**src/rtl/pos_uart_tx.sv**
```systemverilog
// pos_uart_tx
// Serializes the local player's position into a fixed 6-byte packet and hands
// it byte-by-byte to the UART transmitter. One packet per send_tick. The
// position is snapshotted at packet start; a send_tick that arrives while a
// packet is in flight is remembered (one deep) and starts the next packet
// right after the last byte of the current one.
//
// Packet: HEADER, {6'b0,px[9:8]}, px[7:0], {6'b0,py[9:8]}, py[7:0], xor(b1..b4)
//
// Ports
//   clk         system clock
//   rst         synchronous, active-high reset
//   host_pos_x  player x position (10 bits used)
//   host_pos_y  player y position (10 bits used)
//   send_tick   one-cycle request to send a packet
//   tx_data     byte presented to the UART
//   tx_valid    tx_data is valid
//   tx_ready    UART accepts the byte this cycle
//   busy        a packet is in progress
//   pkt_cnt     number of fully transmitted packets (wraps)
//   state_dbg   current FSM state (0 = IDLE, 1 = SEND)
//
// Handshake: a byte transfers on a rising edge where tx_valid && tx_ready.
// Once tx_valid is raised it stays high and tx_data stays constant until that
// transfer edge; tx_ready may change freely and has no effect while tx_valid=0.
module pos_uart_tx #(
    parameter logic [7:0] HEADER = 8'hA5
) (
    input  logic        clk,
    input  logic        rst,
    input  logic [9:0]  host_pos_x,
    input  logic [9:0]  host_pos_y,
    input  logic        send_tick,
    output logic [7:0]  tx_data,
    output logic        tx_valid,
    input  logic        tx_ready,
    output logic        busy,
    output logic [15:0] pkt_cnt,
    output logic        state_dbg
);

    typedef enum logic {
        IDLE = 1'b0,
        SEND = 1'b1
    } state_t;

    localparam logic [2:0] LAST_IDX = 3'd5;

    state_t      state_q, state_d;
    logic [2:0]  idx_q, idx_d;
    logic        pend_q, pend_d;
    logic [9:0]  px_q, px_d;
    logic [9:0]  py_q, py_d;
    logic [7:0]  data_q, data_d;
    logic        valid_q, valid_d;
    logic [15:0] cnt_q, cnt_d;
    logic        xfer;
    logic        restart;

    // Byte i of a packet built from the snapshot registers.
    function automatic logic [7:0] pkt_byte(input logic [2:0] i,
                                            input logic [9:0] x,
                                            input logic [9:0] y);
        logic [7:0] b1, b2, b3, b4;
        b1 = {6'b0, x[9:8]};
        b2 = x[7:0];
        b3 = {6'b0, y[9:8]};
        b4 = y[7:0];
        case (i)
            3'd0:    pkt_byte = HEADER;
            3'd1:    pkt_byte = b1;
            3'd2:    pkt_byte = b2;
            3'd3:    pkt_byte = b3;
            3'd4:    pkt_byte = b4;
            3'd5:    pkt_byte = b1 ^ b2 ^ b3 ^ b4;
            default: pkt_byte = HEADER;
        endcase
    endfunction

    assign xfer = valid_q && tx_ready;
    // A tick landing on the b5 transfer edge counts as pending.
    assign restart = pend_q || send_tick;

    always_comb begin
        state_d = state_q;
        idx_d   = idx_q;
        pend_d  = pend_q;
        px_d    = px_q;
        py_d    = py_q;
        data_d  = data_q;
        valid_d = valid_q;
        cnt_d   = cnt_q;
        case (state_q)
            IDLE: begin
                if (send_tick) begin
                    px_d    = host_pos_x;
                    py_d    = host_pos_y;
                    idx_d   = 3'd0;
                    pend_d  = 1'b0;
                    data_d  = HEADER;
                    valid_d = 1'b1;
                    state_d = SEND;
                end
            end
            SEND: begin
                // Extra ticks while pending is already set merge into it.
                pend_d = pend_q || send_tick;
                if (xfer) begin
                    if (idx_q == LAST_IDX) begin
                        cnt_d = cnt_q + 16'd1;
                        idx_d = 3'd0;
                        if (restart) begin
                            // Next packet starts on the following cycle with
                            // a fresh snapshot; tx_valid stays high.
                            px_d   = host_pos_x;
                            py_d   = host_pos_y;
                            pend_d = 1'b0;
                            data_d = HEADER;
                        end else begin
                            pend_d  = 1'b0;
                            data_d  = 8'h00;
                            valid_d = 1'b0;
                            state_d = IDLE;
                        end
                    end else begin
                        idx_d  = idx_q + 3'd1;
                        data_d = pkt_byte(idx_q + 3'd1, px_q, py_q);
                    end
                end
            end
            default: begin
                state_d = IDLE;
                valid_d = 1'b0;
            end
        endcase
    end

    always_ff @(posedge clk) begin
        if (rst) begin
            state_q <= IDLE;
            idx_q   <= 3'd0;
            pend_q  <= 1'b0;
            px_q    <= 10'd0;
            py_q    <= 10'd0;
            data_q  <= 8'h00;
            valid_q <= 1'b0;
            cnt_q   <= 16'd0;
        end else begin
            state_q <= state_d;
            idx_q   <= idx_d;
            pend_q  <= pend_d;
            px_q    <= px_d;
            py_q    <= py_d;
            data_q  <= data_d;
            valid_q <= valid_d;
            cnt_q   <= cnt_d;
        end
    end

    assign tx_data   = data_q;
    assign tx_valid  = valid_q;
    assign busy      = (state_q == SEND);
    assign pkt_cnt   = cnt_q;
    assign state_dbg = state_q;

endmodule

```
**config.mk**
```make
export PLATFORM = sky130hd
export DESIGN_NAME = pos_uart_tx
export DESIGN_NICKNAME = d
export VERILOG_FILES = /design/src/rtl/pos_uart_tx.sv
export SDC_FILE = /design/constraint.sdc
export NUM_CORES = 1
export LEC_CHECK = 0
export BUFFER_PORTS_ARGS = -buffer_cell sky130_fd_sc_hd__buf_2
export CORE_MARGIN = 1.5
export CORE_UTILIZATION = 45
export DETAILED_ROUTE_END_ITERATION = 10
export PLACE_DENSITY = 0.68
export SLEW_MARGIN = 20
export SYNTH_ARGS = -nofsm -noshare
export SYNTH_HDL_FRONTEND = slang
export SYNTH_SLANG_ARGS = --single-unit
```
**constraint.sdc**
```tcl
create_clock -name clk -period 5.1 [get_ports clk]
set_clock_uncertainty 0.1 [all_clocks]
set_input_delay 0.255 -clock clk [delete_from_list [all_inputs] [get_ports clk]]
set_output_delay 0.255 -clock clk [all_outputs]
set_load 0.02 [all_outputs]
```
* Word-level counts from Yosys, hierarchy flattened
Cells that the tools add are included.
Widths: inputs -> output; s select.
** Word-level totals
- Register bits :: 50
- Bits of input ports :: 24
- Word-level logic and storage cells :: 65
** Operators by class
- Add/subtract/negate cells :: 2
- Equal/unequal tests :: 11
- Multiplexer cells :: 34
- Bitwise gates (word level) :: 4
- Reduce and logical (&&, ||, !) cells :: 6
** Operators by type and width (count)
- $mux 10 :: 8
- $pmux 10 s2 :: 2
- $pmux 8 s5 :: 1
- $mux 8 :: 4
- $add 16x1->16 const B :: 1
- $pmux 8 s2 :: 1
- $mux 1 :: 11
- $eq 3x3->1 const B :: 3
- $mux 3 :: 3
- $reduce_and 4->1 :: 2
- $xor 2x8->8 :: 1
- $xor 8x2->8 :: 1
- $xor 8x8->8 :: 1
- $eq 3x2->1 const B :: 2
- $ne 2x1->1 const B :: 3
- $pmux 1 s2 :: 3
- $pmux 3 s2 :: 1
- $ne 2x2->1 const B :: 2
- $add 3x1->3 const B :: 1
- $eq 3x1->1 const B :: 1
- $reduce_and 3->1 :: 1
- $reduce_and 2->1 :: 1
- $logic_and 1x1->1 :: 1
- $logic_or 1x1->1 :: 1
- $not 1->1 :: 1

* Longest topological paths before layout
Gate-level depths: netlist of the first run.
- Word-level depth :: 7
- Gate-level depth with buffers :: 6
- Depth with buffers taken out :: 5

* Least setup slack after synthesis of the first run
OpenSTA, ideal clock, no wires.
- Path type :: reg-to-reg
- From :: register state_q (netlist: busy)
- To :: register cnt_q[9] (netlist: pkt_cnt[9])
- Arrival :: 1.814 ns
- Data required time :: 4.929 ns
- Path slack :: 3.116 ns
- Cell stages (with the launch flop) :: 6
- Period minus slack after synthesis :: 1.984 ns
- Path through :: dfxtp_1 nand3_2 or4_4 buf_6 or3_1 a21oi_1
** On the way
- Cells in the longest elaborated chain, start to end :: 1
** Ends and longest elaborated chain
- start: declaration :: RTL line 49 : state_t state_q, state_d;
- start signal: assignment :: RTL line 149 : state_q <= state_d;
- $reduce_and 3->1 (no source line)
- end signal: assignment :: RTL line 156 : cnt_q <= cnt_d;
- end: declaration :: RTL line 56 : logic [15:0] cnt_q, cnt_d;
No other way between the ends.
A chain may end at the register's enable or synchronous reset.

* Final worst setup path of the first run
- From :: register idx_q[0]
- To :: register cnt_q[5] (netlist: pkt_cnt[5])
** On the way
- Cells in the longest elaborated chain, start to end :: 2
** Ends and longest elaborated chain
- start: declaration :: RTL line 50 : logic [2:0] idx_q, idx_d;
- start signal: assignment :: RTL line 150 : idx_q <= idx_d;
- $eq 3x3->1 :: RTL line 109 : if (idx_q == LAST_IDX) begin
- $reduce_and 3->1 (no source line)
No other way between the ends.

==> flow_metrics.env, run 1 <==
export IMPL_clockBufferDepth=2
export IMPL_chipHeight_um=75.1
export IMPL_yosys_area_top_type="dfxtp_1"
export IMPL_grt_max_degree=51
export IMPL_period_share_pct=42.8
export IMPL_period_needed_ns=2.18
export IMPL_slew_viol_final=0
export IMPL_synth_edf_count=0
export IMPL_synthCells=266
export IMPL_synth_top_family_by_area="simple AND/OR/NAND/NOR gates"
export IMPL_rsz0062_at_grt="false"
export IMPL_coreArea_mm2=0.00504
export IMPL_max_cap_violations=0
export IMPL_hold_viol=0
export IMPL_async_reset_ff_share_pct=0
export IMPL_antenna_left=0
export IMPL_max_stage_delay_ns=0.65
export IMPL_io_buffers=50
export IMPL_dieArea_mm2=0.00564
export IMPL_p_sw_mw=0.186
export IMPL_synth_top_area_share_pct=42.8
export IMPL_crit_type="flip-flop to flip-flop"
export IMPL_synthTopCellsByArea="dfxtp_1 (43%), mux2i_1 (9.0%), nor2_1 (7.2%), xnor2_1 (5.2%), o21ai_0 (4.1%)"
export IMPL_avgSynthCellArea_um2=8.79
export IMPL_die_w_um=75.1
export IMPL_status="complete, no violations"
export IMPL_intPower_mw=0.586
export IMPL_synthXorXnorAreaFrac_pct=5.99
export IMPL_syn_to_final_growth_pct=16.6
export IMPL_ys_types=43
export IMPL_clockPowerShare_pct=36.1
export IMPL_vias_per_cell=5.19
export IMPL_finalSetupTns_ns=0
export IMPL_diodes=0
export IMPL_synth_nets=291
export IMPL_gp_congestion=0.782
export IMPL_critPathRequiredTime_ns=5.23
export IMPL_endpoint_kind="flip-flop"
export IMPL_start_util_pct=46.4
export IMPL_io_pin_count=51
export IMPL_drc_errors=0
export IMPL_slew_headroom_pct=41.8
export IMPL_antenna_found_initial=0
export IMPL_ys_warn_count=0
export IMPL_synth_simple_area_share_pct=22.6
export IMPL_holdBufCountCts=0
export IMPL_clk_latency_ns=0.30
export IMPL_leakagePower_nw=1.13
export IMPL_synth_flop_cell="dfxtp_1"
export IMPL_seqPwrFrac_pct=54.3
export IMPL_cts_max_level=2
export IMPL_fillers=492
export IMPL_wl_per_cell_um=12.7
export IMPL_fmax_ghz=0.458
export IMPL_num_rows=26
export IMPL_drt_wl_total_um=4800
export IMPL_ctsResizeCount=0
export IMPL_grt_pass1_wl_um=7610
export IMPL_numCtsBuffers=5
export IMPL_powerDensity_mw_per_mm2=283
export IMPL_p_comb_share_pct=9.6
export IMPL_muxShareOfSynthArea_pct=10.4
export IMPL_power_mw=0.771
export IMPL_ir_worst_vdd_uv=177
export IMPL_synth_compound_area_share_pct=13.7
export IMPL_clk_pin_slew_worst_paths_ns=0.10
export IMPL_firstDrtPassIters=4
export IMPL_layout_common_cells="dfxtp_1 (50), buf_2 (50), nor2_1 (45)"
export IMPL_synth_seq_cells=50
export IMPL_yosysSeqAreaShare_pct=42.8
export IMPL_hold_class="input pin to flip-flop"
export IMPL_dp_hpwl_um=3410
export IMPL_vias=1968
export IMPL_drtIter0Drc=80
export IMPL_grt_pass1_vias=1724
export IMPL_clkSinkCount=50
export IMPL_post_cts_buffers=0
export IMPL_path_max_fanout=15
export IMPL_overflow=0
export IMPL_swShare_pct=24.1
export IMPL_num_nets_final=333
export IMPL_tightestPinTransition_ns=0.873
export IMPL_start_kind="flip-flop"
export IMPL_drive_gt1_share_pct=22.3
export IMPL_setup_viol=0
export IMPL_cp_arrival_ns=2.31
export IMPL_synth_area_mm2=0.00234
export IMPL_tritoncts="built"
export IMPL_holdWs_ns=0.0793
export IMPL_synth_adder_area_share_pct=0.535
export IMPL_crit_slowest_cell="dfxtp_1"
export IMPL_cp_cell_sequence="nand3b_2 > or4_4 > or3_1 > a21oi_1"
export IMPL_cts_root_buf="clkbuf_8"
export IMPL_gr_usage_all_layers_pct=17.4
[through the flow]
| stage | util [%] | worst slack (ns) | std cells | instance area [um^2] |
|---|---|---|---|---|
| 2_1_floorplan | - | 3.12 | 266 | 2340 |
| 3_3_place_gp | 51.8 | 3.01 | 371 | 2610 |
| 3_5_place_dp | 51.8 | 2.95 | 371 | 2610 |
| 4_1_cts | 54.1 | 2.93 | 379 | 2730 |
| 5_1_grt | 54.1 | 2.78 | 379 | 2730 |
| 6_report | 54.1 | 2.92 | 379 | 2730 |
[logic make-up after synthesis]
family                     after synthesis
AOI/OAI and AO/OA                       54
muxes                                   23
adders and majority gates                1
and+or+nand+nor                        101
DFF                                     50
xor gates and xnor gates                16
buffers and inverters                   21
[worst paths after layout]
path	slack (ns)	endpoint	depth (start not counted)	start
setup / recovery	2.92	pkt_cnt[5]	4	idx_q[0]
hold / removal	0.08	px_q[8]	3	host_pos_x[8]
setup reg to reg	2.92	pkt_cnt[5]	4	idx_q[0]
hold reg to reg	0.37	tx_data[1]	2	tx_data[1]
[critical path, delay by kind of cell (launching register included)]
family          cells  cell delay [ns]
compound gates      1             0.17
simple gates        3             1.18
flops               1             0.65
[area by class of cell]
| cell class | instances | area (um^2) | share of cell area [%] |
|---|---|---|---|
| Tap cell | 70 | 87.6 | 3.21 |
| Inverter | 5 | 18.8 | 0.688 |
| Clock inverter | 3 | 45.0 | 1.65 |
| Multi-Input combinational cell | 195 | 1250 | 45.8 |
| Timing Repair Buffer | 51 | 258 | 9.45 |
| Clock buffer | 5 | 68.8 | 2.52 |
| Sequential cell | 50 | 1000 | 36.7 |
[power by group through the flow]
stage          logic (mW)  registers [mW]  clock network, mW
2_1_floorplan      0.0494           0.429                  0
3_3_place_gp       0.0734           0.427                  0
3_5_place_dp       0.0748           0.428                  0
4_1_cts            0.0751           0.419              0.286
5_1_grt            0.0832           0.422              0.300
6_report           0.0740           0.419              0.279
[Yosys cell counts (5+ instances only)]
library cell / n
dfxtp_1: 50
nor3_1: 7
nand2_1: 10
o21ai_0: 19
a21oi_1: 14
mux2i_1: 21
clkbuf_1: 12
inv_1: 5
or3_1: 6
nand3_1: 9
nor2_1: 45
xnor2_1: 14
[registers in the layout (all words and copies together), names as in the netlist]
signal,cells
tx_valid,1
idx_q,3
busy,1
pend_q,1
tx_data,8
pkt_cnt,16
px_q,10
py_q,10
[layer usage]
| metal | vias up | wire, um | GRT usage (%) |
|---|---|---|---|
| li1 | 1017 | - | - |
| met1 | 916 | 2360 | 23.6 |
| met2 | 29 | 2250 | 28.2 |
| met3 | 6 | 137 | 2.81 |
| met4 | 0 | 59 | 6.06 |
| met5 | - | 0 | 0 |
Note: power is estimated with default switching activity, not from simulation.
==> run 2: changes to the inputs <==
Settings changed: PLACE_DENSITY 0.68 to 0.71.
Clock period 5.1 ns to 2 ns, I/O delays scaled along.
==> run 2 against run 1 <==
  * Via count grew 7.2%
  * Critical path depth grew 5
  * Largest cell class unchanged
  * Routed wire length grew 6.1%
  * Combinational power rose to 3.1 times the previous value
  * Sequential share of layout area fell by 2.8 points
  * Non-clock buffer count increased by 28
  * Hold slack lost 0.062 ns
==> flow_metrics.env, run 2 (synthesis gave the netlist of run 1 again) <==
export IMPL_status="complete, no violations"
export IMPL_drt_wl_total_um=5090
export IMPL_endpoint_kind="flip-flop"
export IMPL_r2r_start="idx_q[0]"
export IMPL_layout_common_cells="dfxtp_1 (50), buf_2 (50), nor2_1 (45)"
export IMPL_leakagePower_nw=1.24
export IMPL_grt_max_degree=37
export IMPL_tightestPinTransition_ns=0.394
export IMPL_globalRouteMet2Util_pct=31.8
export IMPL_clk_pin_slew_worst_paths_ns=0.09
export IMPL_fmax_ghz=0.547
export IMPL_drtIter0Drc=128
export IMPL_crit_type="input pin to flip-flop"
export IMPL_fillers=480
export IMPL_seqPwrFrac_pct=57.7
export IMPL_rsz0062_at_grt="false"
export IMPL_clockBufferDepth=2
export IMPL_start_kind="input pin"
export IMPL_setup_viol=0
export IMPL_ir_worst_vdd_uv=333
export IMPL_cp_arrival_ns=1.91
export IMPL_io_buffers=50
export IMPL_intPower_mw=1.39
export IMPL_die_w_um=75.1
export IMPL_io_pin_count=51
export IMPL_firstDrtPassIters=4
export IMPL_swShare_pct=24.4
export IMPL_reg2reg_to="py_q[9]"
export IMPL_gp_congestion=0.793
export IMPL_cp_startpoint="tx_ready"
export IMPL_holdWs_ns=0.0170
export IMPL_cts_max_level=2
export IMPL_vias_per_cell=5.19
export IMPL_max_cap_violations=0
export IMPL_drc_errors=0
export IMPL_coreArea_mm2=0.00504
export IMPL_overflow=0
export IMPL_dieArea_mm2=0.00564
export IMPL_busiest_layer="met2"
export IMPL_hold_viol=0
export IMPL_grt_pass1_vias=1901
export IMPL_hp_start="send_tick"
export IMPL_clockPowerShare_pct=29.8
export IMPL_num_nets_final=361
export IMPL_holdPathStages=3
export IMPL_grt_met1_usage_pct=26.6
export IMPL_diodes=0
export IMPL_p_sw_mw=0.451
export IMPL_hold_class="input pin to flip-flop"
export IMPL_clkSinkCount=50
export IMPL_start_util_pct=46.4
export IMPL_path_max_fanout=20
export IMPL_drive_gt1_share_pct=21.7
export IMPL_syn_to_final_growth_pct=26.3
export IMPL_tritoncts="built"
export IMPL_slew_viol_final=0
export IMPL_largest_reg_flops=16
export IMPL_finalSetupTns_ns=0
export IMPL_period_needed_ns=1.83
export IMPL_vias=2109
export IMPL_chipHeight_um=75.1
export IMPL_antenna_found_initial=0
export IMPL_numCtsBuffers=5
export IMPL_worst_r2r_path_depth=7
export IMPL_antenna_left=0
export IMPL_period_share_pct=91.4
export IMPL_grt_pass1_wl_um=8550
export IMPL_cts_root_buf="clkbuf_8"
export IMPL_powerDensity_mw_per_mm2=625
export IMPL_num_rows=26
export IMPL_slew_headroom_pct=73.6
export IMPL_gr_usage_all_layers_pct=19.7
export IMPL_clk_latency_ns=0.30
export IMPL_dp_hpwl_um=3490
export IMPL_wl_per_cell_um=12.5
export IMPL_rrSetupSlack_ns=0.20
export IMPL_met3_usage_pct=4.02
export IMPL_critPathRequiredTime_ns=2.08
export IMPL_p_comb_share_pct=12.5
export IMPL_post_cts_buffers=0
export IMPL_min_to="busy"
## run 2: cell types whose count changed in the layout (fill, tap and decap cells not counted)
cell,before,now
buf_4,1,8
bufinv_16,1,0
clkbuf_1,0,2
clkinvlp_4,2,0
dlygate4sd3_1,0,21
## run 2: final cells by class
type,instances,area (um^2),area share [%]
multi-input combinational,195,1250,42.3
sequential,50,1000,33.9
timing repair buffer,79,520,17.6
tap,70,87.6,2.97
clock buffer,7,76.3,2.58
inverter,5,18.8,0.636
## run 2: how the worst max path moves through the flow
| stage | end | slack [ns] | cells after the start |
|---|---|---|---|
| floorplan | pkt_cnt[9] | 0.02 | 5 |
| global placement | pkt_cnt[12] | 0.23 | 5 |
| detailed placement | py_q[5] | 0.22 | 7 |
| CTS | py_q[5] | 0.17 | 9 |
| global route | pkt_cnt[14] | 0.03 | 5 |
| finish | py_q[9] | 0.17 | 9 |
## run 2: critical path, stage by stage
cell	delay, ns
dlygate4sd3_1	0.53
buf_2	0.13
nand3_2	0.08
buf_4	0.19
o31ai_1	0.30
o21ai_2	0.08
buf_4	0.25
mux2i_1	0.19
nor2_1	0.05
## run 2: stage by stage
stage / setup WS [ns] / power, mW / std cells / util, % / instance area (um^2)
6_report: 0.173 / 1.84 / 406 / 58.6 / 2950
5_1_grt: 0.0326 / 1.92 / 406 / 58.6 / 2950
4_1_cts: 0.173 / 1.86 / 406 / 58.6 / 2950
3_5_place_dp: 0.218 / 1.29 / 378 / 52.9 / 2670
3_3_place_gp: 0.230 / 1.28 / 378 / 52.9 / 2670
2_1_floorplan: 0.0158 / 1.22 / 266 / - / 2340
## run 2: routing by layer
| layer | vias to the layer above | wire [um] |
|---|---|---|
| met3 | 9 | 249 |
| met2 | 52 | 2360 |
| met1 | 976 | 2400 |
| li1 | 1072 | - |
| met5 | - | 0 |
| met4 | 0 | 84 |
## run 2: repair_timing
item                                   4_1_cts  5_1_grt
hold buffers                                21        0
endpoints found under the hold margin       21        0
resized for setup                            0        0
## run 2: power groups by stage
stage                     Sequential (mW)  Combinational, mW  Clock, mW
after floorplan                      1.09              0.126          0
after global placement               1.09              0.195          0
after detailed placement             1.09              0.200          0
after CTS                            1.06              0.231      0.566
after global routing                 1.07              0.255      0.599
final                                1.06              0.230      0.550
==> run 3: changes to the inputs <==
Clock period 2 ns to 1.5 ns, I/O delays scaled along.
==> run 3 against run 2 <==
  * The run now ends with negative setup slack left
  * Combinational power is 50% higher
  * Register-to-register slack worse by 0.35 ns
  * Clock-buffer cell count is 1 lower
  * Largest cell class unchanged
==> flow_metrics.env, run 3 (synthesis gave the netlist of run 1 again) <==
export IMPL_status="complete, but fails checks"
export IMPL_violations="negative setup slack"
export IMPL_die_w_um=75.1
export IMPL_rsz0062_at_grt="true"
export IMPL_antenna_left=0
export IMPL_firstDrtPassIters=4
export IMPL_drc_errors=0
export IMPL_fillers=414
export IMPL_slew_viol_final=0
export IMPL_vias=2230
export IMPL_vias_per_cell=5.16
export IMPL_drt_wl_total_um=5950
export IMPL_cp_startpoint="pkt_cnt[1]"
export IMPL_numCtsBuffers=5
export IMPL_layout_common_cells="buf_2 (50), nor2_1 (41), dfxtp_1 (39)"
export IMPL_ir_worst_vdd_uv=669
export IMPL_r2r_start="pkt_cnt[1]"
export IMPL_wl_per_cell_um=13.8
export IMPL_endpoint_kind="flip-flop"
export IMPL_setup_viol=31
export IMPL_critPathRequiredTime_ns=1.63
export IMPL_io_buffers=50
export IMPL_path_max_fanout=5
export IMPL_cp_arrival_ns=1.78
export IMPL_clkSinkCount=50
export IMPL_chipHeight_um=75.1
export IMPL_gp_congestion=0.785
export IMPL_clk_latency_ns=0.30
export IMPL_largest_reg_flops=16
export IMPL_num_rows=26
export IMPL_crit_end="pkt_cnt[9]"
export IMPL_top_layer_used="met4"
export IMPL_crit_type="flip-flop to flip-flop"
export IMPL_start_kind="flip-flop"
export IMPL_period_share_pct=110
export IMPL_diodes=0
export IMPL_max_cap_violations=0
export IMPL_tritoncts="built"
export IMPL_worst_r2r_path_depth=4
export IMPL_start_util_pct=46.4
export IMPL_cts_root_buf="clkbuf_8"
export IMPL_drive_gt1_share_pct=35.1
export IMPL_clk_pin_slew_worst_paths_ns=0.09
export IMPL_coreArea_mm2=0.00504
export IMPL_period_needed_ns=1.65
export IMPL_cts_max_level=2
export IMPL_dpl_worst_slack_ns=-0.145
export IMPL_antenna_found_initial=0
export IMPL_grt_pass1_vias=2082
export IMPL_clockBufferDepth=2
export IMPL_tightestPinTransition_ns=0.507
export IMPL_place_area_mm2=0.00291
export IMPL_wl_met1_um=2710
export IMPL_layout_commonest_cell="buf_2"
export IMPL_layout_setup_ws_ns=-0.152
export IMPL_grt_pass1_wl_um=9560
export IMPL_hold_viol=0
export IMPL_routed_wl_met3_um=186
export IMPL_grt_max_degree=27
export IMPL_leakagePower_nw=1.49
export IMPL_drtIter0Drc=156
export IMPL_finalInstanceArea_mm2=0.00336
export IMPL_rrSetupSlack_ns=-0.15
export IMPL_dp_hpwl_um=3830
export IMPL_dieArea_mm2=0.00564
export IMPL_io_pin_count=51
export IMPL_reg2reg_to="pkt_cnt[9]"
export IMPL_slew_headroom_pct=66.2
export IMPL_fmax_ghz=0.605
export IMPL_wl_met2_um=2990
export IMPL_num_nets_final=386
export IMPL_powerDensity_mw_per_mm2=742
export IMPL_syn_to_final_growth_pct=43.7
export IMPL_hold_class="input pin to flip-flop"
export IMPL_overflow=0
export IMPL_gr_usage_all_layers_pct=22.3
-- run 3: where the power goes --
group          total (mW)  internal [mW]  switching (mW)
Combinational       0.345          0.183           0.162
Clock               0.739          0.321           0.417
Sequential           1.41           1.36          0.0436
Total                2.49           1.87           0.623
-- run 3: how the worst min path moves through the flow --
stage	end	slack (ns)	from	cells past startpoint
after global placement	px_q[5]	0.20	host_pos_x[5]	3
after floorplan	busy	0.09	send_tick	2
after global routing	pend_q	0.08	send_tick	3
after detailed placement	py_q[9]	0.21	host_pos_y[9]	3
after CTS	pend_q	0.05	send_tick	3
final	pend_q	0.06	send_tick	3
-- run 3: metrics by stage --
step                      instances  hold WS (ns)  utilization [%]  total power, mW  TNS [ns]
after global routing            432        0.0754             66.6             2.62     -5.02
after floorplan                 266        0.0911                -             1.62     -1.10
after detailed placement        399         0.211             57.7             1.72     -2.94
after global placement          399         0.204             57.7             1.72     -1.88
final                           432        0.0631             66.6             2.49     -2.16
after CTS                       431        0.0506             65.2             2.51     -1.99
-- run 3: area by class of cell --
| class | count | area (um^2) | share of cell area, % |
|---|---|---|---|
| flip-flops and latches | 50 | 1040 | 30.9 |
| repair buffers | 102 | 744 | 22.2 |
| inverters | 5 | 18.8 | 0.559 |
| clock inverters | 2 | 8.76 | 0.261 |
| clock buffers | 6 | 72.6 | 2.16 |
| multi-input cells | 197 | 1390 | 41.4 |
| well taps | 70 | 87.6 | 2.61 |
-- run 3: routing by layer --
metal  up-vias  GRT usage, %
met4         0          6.67
met1      1055          29.7
met2        46          36.4
met5         -             0
met3         4          4.82
li1       1125             -
-- run 3: repair_timing --
item	in CTS	in global routing
gates resized for setup	13	18
endpoints found under the setup margin	39	42
endpoints found under the hold margin	22	0
buffers inserted	1	0
pin swaps	2	4
gates cloned	1	1
hold buffers	22	0
-- run 3: critical path: stages, from the launching register on --
cell     delay, ns
dfxtp_4       0.35
nand2_1       0.09
or4_4         0.58
or3_1         0.33
a21oi_1       0.13
